`config.mk`:
```
export PLATFORM = sky130hd
export DESIGN_NAME = match_event_logger_flat
export DESIGN_NICKNAME = d
export VERILOG_FILES = /design/src/rtl/match_event_logger_if.sv /design/src/rtl/match_event_logger.sv /design/src/flat_wrapper.sv
export SDC_FILE = /design/constraint.sdc
export NUM_CORES = 1
export LEC_CHECK = 0
export ABC_AREA = 1
export BUFFER_PORTS_ARGS = -buffer_cell sky130_fd_sc_hd__buf_4
export CAP_MARGIN = 20
export CORE_ASPECT_RATIO = 0.8
export CORE_MARGIN = 4
export CORE_UTILIZATION = 55
export CTS_BUF_LIST = sky130_fd_sc_hd__clkbuf_16
export DETAILED_ROUTE_END_ITERATION = 16
export PLACE_DENSITY = 0.77
export SYNTH_ARGS = -nofsm -noshare
export SYNTH_HDL_FRONTEND = slang
export SYNTH_SLANG_ARGS = --single-unit
```
`constraint.sdc`:
```
create_clock -name clk -period 2.7 [get_ports clk]
set_input_delay 0 -clock clk [delete_from_list [all_inputs] [get_ports clk]]
set_output_delay 0 -clock clk [all_outputs]
set_load 0.005 [all_outputs]
```
`src/rtl/match_event_logger_if.sv`:
```
// Event stream from the match logger: timestamped entries handed over with valid/ready.
// The master holds evt_ts stable while evt_valid=1 and evt_ready=0.
interface match_event_logger_if #(
  parameter int TS_W = 16
) ();
  logic            evt_valid;
  logic            evt_ready;
  logic [TS_W-1:0] evt_ts;

  modport master (output evt_valid, output evt_ts, input evt_ready);
  modport slave  (input evt_valid, input evt_ts, output evt_ready);
endinterface

```
`src/rtl/match_event_logger.sv`:
```
// Timestamps rising edges of match_in into a first-word-fall-through FIFO, with saturating match/drop stats.
// An event at one edge is visible on evt_valid after that edge; a full FIFO with no pop drops the event.
module match_event_logger #(
  parameter int TS_W  = 16,
  parameter int DEPTH = 4,
  parameter int CNT_W = 16
) (
  input  logic                     clk,
  input  logic                     rst,
  input  logic                     en,
  input  logic                     match_in,
  input  logic                     clr_stats,
  match_event_logger_if.master     evt,
  output logic [$clog2(DEPTH):0]   fifo_lvl,
  output logic [CNT_W-1:0]         match_cnt,
  output logic [CNT_W-1:0]         drop_cnt,
  output logic                     overflow
);

  localparam int AW = $clog2(DEPTH);
  localparam int LW = AW + 1;

  logic [TS_W-1:0] ts;
  logic            match_q;
  logic [TS_W-1:0] mem [DEPTH];
  logic [AW-1:0]   rd_ptr;
  logic [AW-1:0]   wr_ptr;
  logic [LW-1:0]   lvl;

  logic event_hit;
  logic pop;
  logic full;
  logic push;
  logic drop;

  assign event_hit = en & match_in & ~match_q;
  assign pop       = evt.evt_valid & evt.evt_ready;
  assign full      = (lvl == LW'(DEPTH));
  // A pop frees a slot in the same cycle, so a full FIFO being drained still accepts.
  assign push      = event_hit & (~full | pop);
  assign drop      = event_hit & ~push;

  assign evt.evt_valid = (lvl != '0);
  assign evt.evt_ts    = evt.evt_valid ? mem[rd_ptr] : '0;
  assign fifo_lvl      = lvl;

  always_ff @(posedge clk) begin
    if (push) begin
      mem[wr_ptr] <= ts;
    end
  end

  always_ff @(posedge clk) begin
    if (rst) begin
      ts        <= '0;
      match_q   <= 1'b0;
      rd_ptr    <= '0;
      wr_ptr    <= '0;
      lvl       <= '0;
      match_cnt <= '0;
      drop_cnt  <= '0;
      overflow  <= 1'b0;
    end else begin
      match_q <= match_in;
      if (en) begin
        ts <= ts + TS_W'(1);
      end

      if (push) begin
        wr_ptr <= wr_ptr + AW'(1);
      end
      if (pop) begin
        rd_ptr <= rd_ptr + AW'(1);
      end
      case ({push, pop})
        2'b10:   lvl <= lvl + LW'(1);
        2'b01:   lvl <= lvl - LW'(1);
        default: lvl <= lvl;
      endcase

      // Clearing still counts an event that lands in the same cycle.
      if (clr_stats) begin
        match_cnt <= event_hit ? CNT_W'(1) : '0;
        drop_cnt  <= drop ? CNT_W'(1) : '0;
        overflow  <= drop;
      end else begin
        if (event_hit && (match_cnt != '1)) begin
          match_cnt <= match_cnt + CNT_W'(1);
        end
        if (drop && (drop_cnt != '1)) begin
          drop_cnt <= drop_cnt + CNT_W'(1);
        end
        if (drop) begin
          overflow <= 1'b1;
        end
      end
    end
  end

endmodule
```
`src/flat_wrapper.sv`:
```
// flat-port wrapper written by rule: the top's interface ports become plain ports
module match_event_logger_flat 
#(
  parameter int TS_W  = 16,
  parameter int DEPTH = 4,
  parameter int CNT_W = 16
)
  (clk, rst, en, match_in, clr_stats, fifo_lvl, match_cnt, drop_cnt, overflow, evt_evt_valid, evt_evt_ts, evt_evt_ready);
  match_event_logger_if #(.TS_W(TS_W)) evt_i ();
  input  logic clk;
  input  logic rst;
  input  logic en;
  input  logic match_in;
  input  logic clr_stats;
  output logic [$clog2(DEPTH):0] fifo_lvl;
  output logic [CNT_W-1:0] match_cnt;
  output logic [CNT_W-1:0] drop_cnt;
  output logic overflow;
  output wire logic [$bits(evt_i.evt_valid)-1:0] evt_evt_valid;
  output wire logic [$bits(evt_i.evt_ts)-1:0] evt_evt_ts;
  input wire logic [$bits(evt_i.evt_ready)-1:0] evt_evt_ready;
  assign evt_evt_valid = evt_i.evt_valid;
  assign evt_evt_ts = evt_i.evt_ts;
  assign evt_i.evt_ready = evt_evt_ready;
  match_event_logger #(.TS_W(TS_W), .DEPTH(DEPTH), .CNT_W(CNT_W)) u_core (.clk(clk), .rst(rst), .en(en), .match_in(match_in), .clr_stats(clr_stats), .evt(evt_i), .fifo_lvl(fifo_lvl), .match_cnt(match_cnt), .drop_cnt(drop_cnt), .overflow(overflow));
endmodule
```
==> run metrics, run 1 <==
WL final=12.9 mm; final setup fails=0; clock share of power=0.448; antenna viol nets, final=0; share of layout cells above drive strength 1=0.137; crit-path max cell delay=550 ps; Final Critical Period=2150 ps; Reg2Reg Setup Slack=550 ps; Startpoint Class=register; Pint=4.00 mW; most common cell after layout, fill and taps aside=nor2_1; Global Route Usage Sum=0.225; Num Clock Sinks=123; Comb pwr share=0.163; Worst Setup EP=u_core.drop_cnt[0]; Critical Path Most Common Cell=nand2_1; RSZ-0062 raised after global routing=false; critical-path cell list=ha_1 > nand2_1 > nor2_1 > nand2_1 > inv_1 > nand2_1 > nand2_1 > nand3_1 > a21oi_1 > dlygate4sd3_1; first-pass iteration count of the detailed router=8; Clock Root Buffer=clkbuf_16; RR Startpoint=u_core.drop_cnt[0]; vias in the first global route=4554; Worst Setup SP=u_core.drop_cnt[0]; deepest clock path buffer count=2; core footprint=9770 um2; Synth Warn #=0; HPWL after detailed placement=8.05 mm; largest net degree at the start of global routing=33; Std-Cell Rows=32; Initial Utilization=0.570; critical path endpoint category=register; max capacitance violation total=0; switching share of total power=0.254; Crit path required time=3050 ps; Worst R2R Path Depth=10; Cell Pwr Density=784 nW/um2; first-pass GRT wire length=21.3 mm; CP max-delay cell=dlygate4sd3_1; gpl congestion=0.802; Critical Path AT=2500 ps; CTS tree=built; # resized after CTS=0; status=finished clean; syn_area_per_cell=8.25 um2; P_leak=2.78 nW; Vias=4713; Max Freq=466 MHz; Slew Limit Fails=0; antenna violations before repair=0; num ports=59; sequential share of power=0.389; full die area=11800 um2; DRC=0; worst hold path cell count=3; Via-to-Cell Ratio=5.26; r2r endpoint=u_core.drop_cnt[0]; Buffers on Ports=58; Net Sw Power=1.36 mW; dpl ws=954 ps; most frequent cells in the layout=168 x nor2_1, 121 x nand2_1, 74 x inv_1; clk_lat worst skew=410 ps; Syn Nets=689; cts bufs inserted=17; grt ovf=0; worst slew pin tran=689 ps; drt wl/cell=14.4 um; area grow syn2layout=22.9%; # H-tree levels=4; Worst slew margin=0.540; Die X=120 um; maximum vdd drop=0.000467 V; Hold Fails Final Rpt=0; Final nets=761; clock-pin transition on the worst setup and hold timing paths=50 ps; cell count after synthesis=675; Die Y-Extent=98.0 um; PnR worst setup slack=553 ps; mapped cell area=5570 um2; Yosys cell types=31; Clock Skew=8.82 ps; class of the worst hold path=in2reg; final worst path period share=0.795; Crit Path Max Fanout=5; post-synthesis sequential area ratio=0.557; Inserted Diodes=0; TNS Setup=0 ps; DRT iter0 DRCs=501; Synth Register Bits=123; Crit Path Category=reg2reg
[layer usage]
| layer | routed length (um) | track usage |
|---|---|---|
| met5 | 0 | 0 |
| met4 | 297 | 0.0976 |
| met3 | 817 | 0.0544 |
| met2 | 5950 | 0.353 |
| met1 | 5800 | 0.300 |
[how the worst min path moves through the flow]
stage	slack, ps	from	end
floorplan	80	rst	u_core.ts[4]
global placement	240	match_in	u_core.match_q
detailed placement	250	match_in	u_core.match_q
CTS	430	rst	u_core.drop_cnt[1]
global route	480	rst	u_core.ts[3]
finish	450	rst	u_core.drop_cnt[1]
[cell usage after synthesis (all sizes together)]
| cell type | n | area share |
|---|---|---|
| xor2 | 1 | 0.0016 |
| inv | 73 | 0.049 |
| nor2 | 173 | 0.12 |
| clkbuf | 15 | 0.010 |
| a211oi | 1 | 0.0013 |
| a31oi | 2 | 0.0022 |
| a21oi | 39 | 0.035 |
| nand3b | 3 | 0.0040 |
| fa | 1 | 0.0036 |
| nand2 | 124 | 0.087 |
| edfxtp | 64 | 0.35 |
| ha | 7 | 0.016 |
| nor3b | 2 | 0.0027 |
| xnor2 | 1 | 0.0016 |
| dfxtp | 59 | 0.21 |
| nor3 | 13 | 0.012 |
| nand4 | 10 | 0.014 |
| nand3 | 32 | 0.029 |
| o21ai | 48 | 0.043 |
| buf | 5 | 0.0065 |
| o21bai | 2 | 0.0027 |
[layout make-up]
type / count / area [um2]
Multi-Input combinational cell: 459 / 2100
Sequential cell: 123 / 3100
Fill cell: 754 / 2930
Clock buffer: 17 / 425
Timing Repair Buffer: 73 / 566
Tap cell: 136 / 170
Clock inverter: 15 / 206
Inverter: 73 / 274
[per-stage QoR]
| step | cell area (um2) | utilization | hold slack, ps | cells | total power [mW] |
|---|---|---|---|---|---|
| 4_1_cts | 6840 | 0.701 | 432 | 896 | 5.39 |
| 3_3_place_gp | 6140 | 0.629 | 236 | 857 | 2.96 |
| 2_1_floorplan | 5570 | - | 78.5 | 675 | 2.58 |
| 3_5_place_dp | 6140 | 0.629 | 251 | 857 | 2.97 |
| 5_1_grt | 6840 | 0.701 | 477 | 896 | 5.57 |
| 6_report | 6840 | 0.701 | 448 | 896 | 5.37 |
[registers in the layout, indices dropped and copies added (netlist names), named ones only]
name              flops
u_core.match_cnt     16
u_core.match_q        1
u_core.fifo_lvl       3
u_core.drop_cnt      16
u_core.wr_ptr         2
u_core.mem           64
u_core.ts            16
u_core.overflow       1
u_core.rd_ptr         2
[power groups by stage]
stage               registers, mW  clock network, mW  logic [mW]
global placement             2.12                  0       0.835
floorplan                    2.10                  0       0.485
global route                 2.09               2.51       0.962
finish                       2.09               2.41       0.874
detailed placement           2.12                  0       0.850
CTS                          2.09               2.43       0.876
[critical path, delay by kind of cell, from the launching register on]
| family | cells | cell delay, ps |
|---|---|---|
| AO/OA/AOI/OAI | 1 | 150 |
| flip-flops | 1 | 410 |
| buffers and inverters | 2 | 630 |
| AND/OR/NAND/NOR | 6 | 690 |
| adder cells (fa/ha/maj) | 1 | 200 |
[what timing repair did]
item / 4_1_cts / 5_1_grt
buffers inserted: 0 / 0
hold buffers: 7 / 0
endpoints found under the hold margin: 14 / 0
[kinds of logic (layout without fill, tap and decap cells)]
group / Yosys count / after routing / share of synthesized area
xor gates and xnor gates: 2 / 2 / 0.00315
and+or+nand+nor: 357 / 357 / 0.270
adders and majority gates: 8 / 8 / 0.0193
AOI/OAI and AO/OA: 92 / 92 / 0.0845
buffers and inverters: 93 / 178 / 0.0659
DFF: 123 / 123 / 0.557
Note: power is estimated with default switching activity, not from simulation.
==> inputs of run 2 (changes only) <==
==> constraint.sdc (replaced) <==
create_clock -name clk -period 2.25 [get_ports clk]
set_input_delay 0 -clock clk [delete_from_list [all_inputs] [get_ports clk]]
set_output_delay 0 -clock clk [all_outputs]
set_load 0.005 [all_outputs]
==> run 2 against run 1 <==
Cell area is 0.55% lower. Clock skew hardly changed. Final cell count stayed put. Non-clock buffer count is 1 higher. Combinational power is 21% higher. Critical path depth is 2 lower. Clock-buffer cell count stayed put. Sequential cell count stayed put. Sequential share of layout area is 0.27 points higher. Fmax is 2.1% higher. Register-to-register slack worse by 410 ps. Worst setup slack worse by 410 ps. Largest cell class unchanged. Highest routed layer unchanged.
==> run metrics, run 2 (synthesized netlist as in run 1, its figures left out) <==
status=finished clean; class of the worst hold path=reg2reg; critical path endpoint category=register; Placed Area=6150 um2; Max Freq=476 MHz; Crit Path Category=reg2reg; antenna viol nets, final=0; Clock Skew=9.16 ps; WL final=12.7 mm; core footprint=9770 um2; maximum vdd drop=0.000933 V; most frequent cells in the layout=167 x nor2_1, 120 x nand2_1, 72 x inv_1; P_leak=2.76 nW; Hold Fails Final Rpt=0; Final Critical Period=2100 ps; Via-to-Cell Ratio=5.20; HPWL after detailed placement=8.34 mm; Vias=4663; full die area=11800 um2; r2r endpoint=u_core.drop_cnt[0]; gpl congestion=0.852; Clock Root Buffer=clkbuf_16; Die X=120 um; fin area=6810 um2; clock-pin transition on the worst setup and hold timing paths=60 ps; Critical Path AT=2450 ps; HP Start=u_core.rd_ptr[1]; Buffers on Ports=58; final setup fails=0; Worst R2R Path Depth=8; max reg flops=64; largest net degree at the start of global routing=33; deepest clock path buffer count=2; grt ovf=0; Hold EP=u_core.rd_ptr[1]; worst hold path cell count=2; filler cell count in the final layout=760; vias in the first global route=4372; max capacitance violation total=0; drt wl/cell=14.2 um; Startpoint Class=register; Final nets=762; Crit path required time=2590 ps; final worst path period share=0.934; antenna violations before repair=0; RR Startpoint=u_core.fifo_lvl[0]; Die Y-Extent=98.0 um; DRC=0; Crit Path Max Fanout=5; Num Clock Sinks=123; Std-Cell Rows=32; Worst slew margin=0.587; num ports=59; utilization after layout=0.697; Initial Utilization=0.570; Reg with most FFs=u_core.mem; # H-tree levels=4; most common cell after layout, fill and taps aside=nor2_1; share of layout cells above drive strength 1=0.145; Reg2Reg Setup Slack=150 ps; CTS tree=built; cts bufs inserted=17; Slew Limit Fails=0; Global Route Usage Sum=0.226; first-pass GRT wire length=21.3 mm; Cell Pwr Density=913 nW/um2; DRT iter0 DRCs=424; Inserted Diodes=0; worst slew pin tran=619 ps; first-pass iteration count of the detailed router=5; clk_lat worst skew=410 ps; Power, Total=6.21 mW; area grow syn2layout=22.3%
-- run 2: per-layer routing --
layer  global-route usage  wire (um)  vias up
met2                0.355       5970      154
met5                    0          0        -
met3               0.0608        880       11
met1                0.312       5770     2152
met4               0.0653        112        0
li1                     -          -     2346
-- run 2: worst max path at each step --
| stage | start | end | slack [ps] | cells after the start |
|---|---|---|---|---|
| floorplan | u_core.fifo_lvl[0] | u_core.mem[0][0] | 390 | 4 |
| global placement | u_core.match_cnt[0] | u_core.match_cnt[2] | 600 | 8 |
| detailed placement | u_core.fifo_lvl[2] | u_core.fifo_lvl[2] | 490 | 10 |
| CTS | u_core.fifo_lvl[0] | u_core.drop_cnt[0] | 170 | 8 |
| global route | u_core.drop_cnt[1] | u_core.drop_cnt[0] | -8 | 10 |
| finish | u_core.fifo_lvl[0] | u_core.drop_cnt[0] | 150 | 8 |
-- run 2: timing repair --
item | CTS | global route
hold buffers | 7 | 0
endpoints found under the setup margin | 0 | 1
hold endpoints to repair | 13 | 0
setup buffers | 0 | 0
gates resized for setup | 0 | 3
-- run 2: stage by stage --
step / hold slack [ps] / setup slack [ps] / cells / TNS, ps
floorplan: 78.5 / 389 / 675 / 0
global route: 479 / -8.14 / 896 / -8.14
CTS: 445 / 171 / 896 / 0
detailed placement: 245 / 494 / 858 / 0
global placement: 235 / 601 / 858 / 0
finish: 466 / 148 / 896 / 0
-- run 2: power breakdown --
| group | leakage (nW) | internal [mW] | switching [mW] | total, mW |
|---|---|---|---|---|
| Combinational | 1.38 | 0.445 | 0.618 | 1.06 |
| Sequential | 1.10 | 2.42 | 0.0780 | 2.50 |
| Clock | 0.281 | 1.72 | 0.934 | 2.65 |
| Total | 2.76 | 4.58 | 1.63 | 6.21 |
-- run 2: final cells by class --
| class | count | area (um2) | area share |
|---|---|---|---|
| clock buffer | 17 | 425 | 0.0625 |
| clock inverter | 14 | 155 | 0.0228 |
| inverter | 73 | 274 | 0.0403 |
| multi-input combinational | 459 | 2100 | 0.309 |
| sequential | 123 | 3100 | 0.456 |
| tap | 136 | 170 | 0.0250 |
| timing repair buffer | 74 | 573 | 0.0842 |
-- run 2: critical path, stage by stage, from the launching register on --
cell and delay [ps]:
dfxtp_1 350, nor2_1 290, nand3_1 210, nor2_2 270, nand2_2 140, nand2_1 80
nand2_1 40, a21oi_1 110, dlygate4sd3_1 550
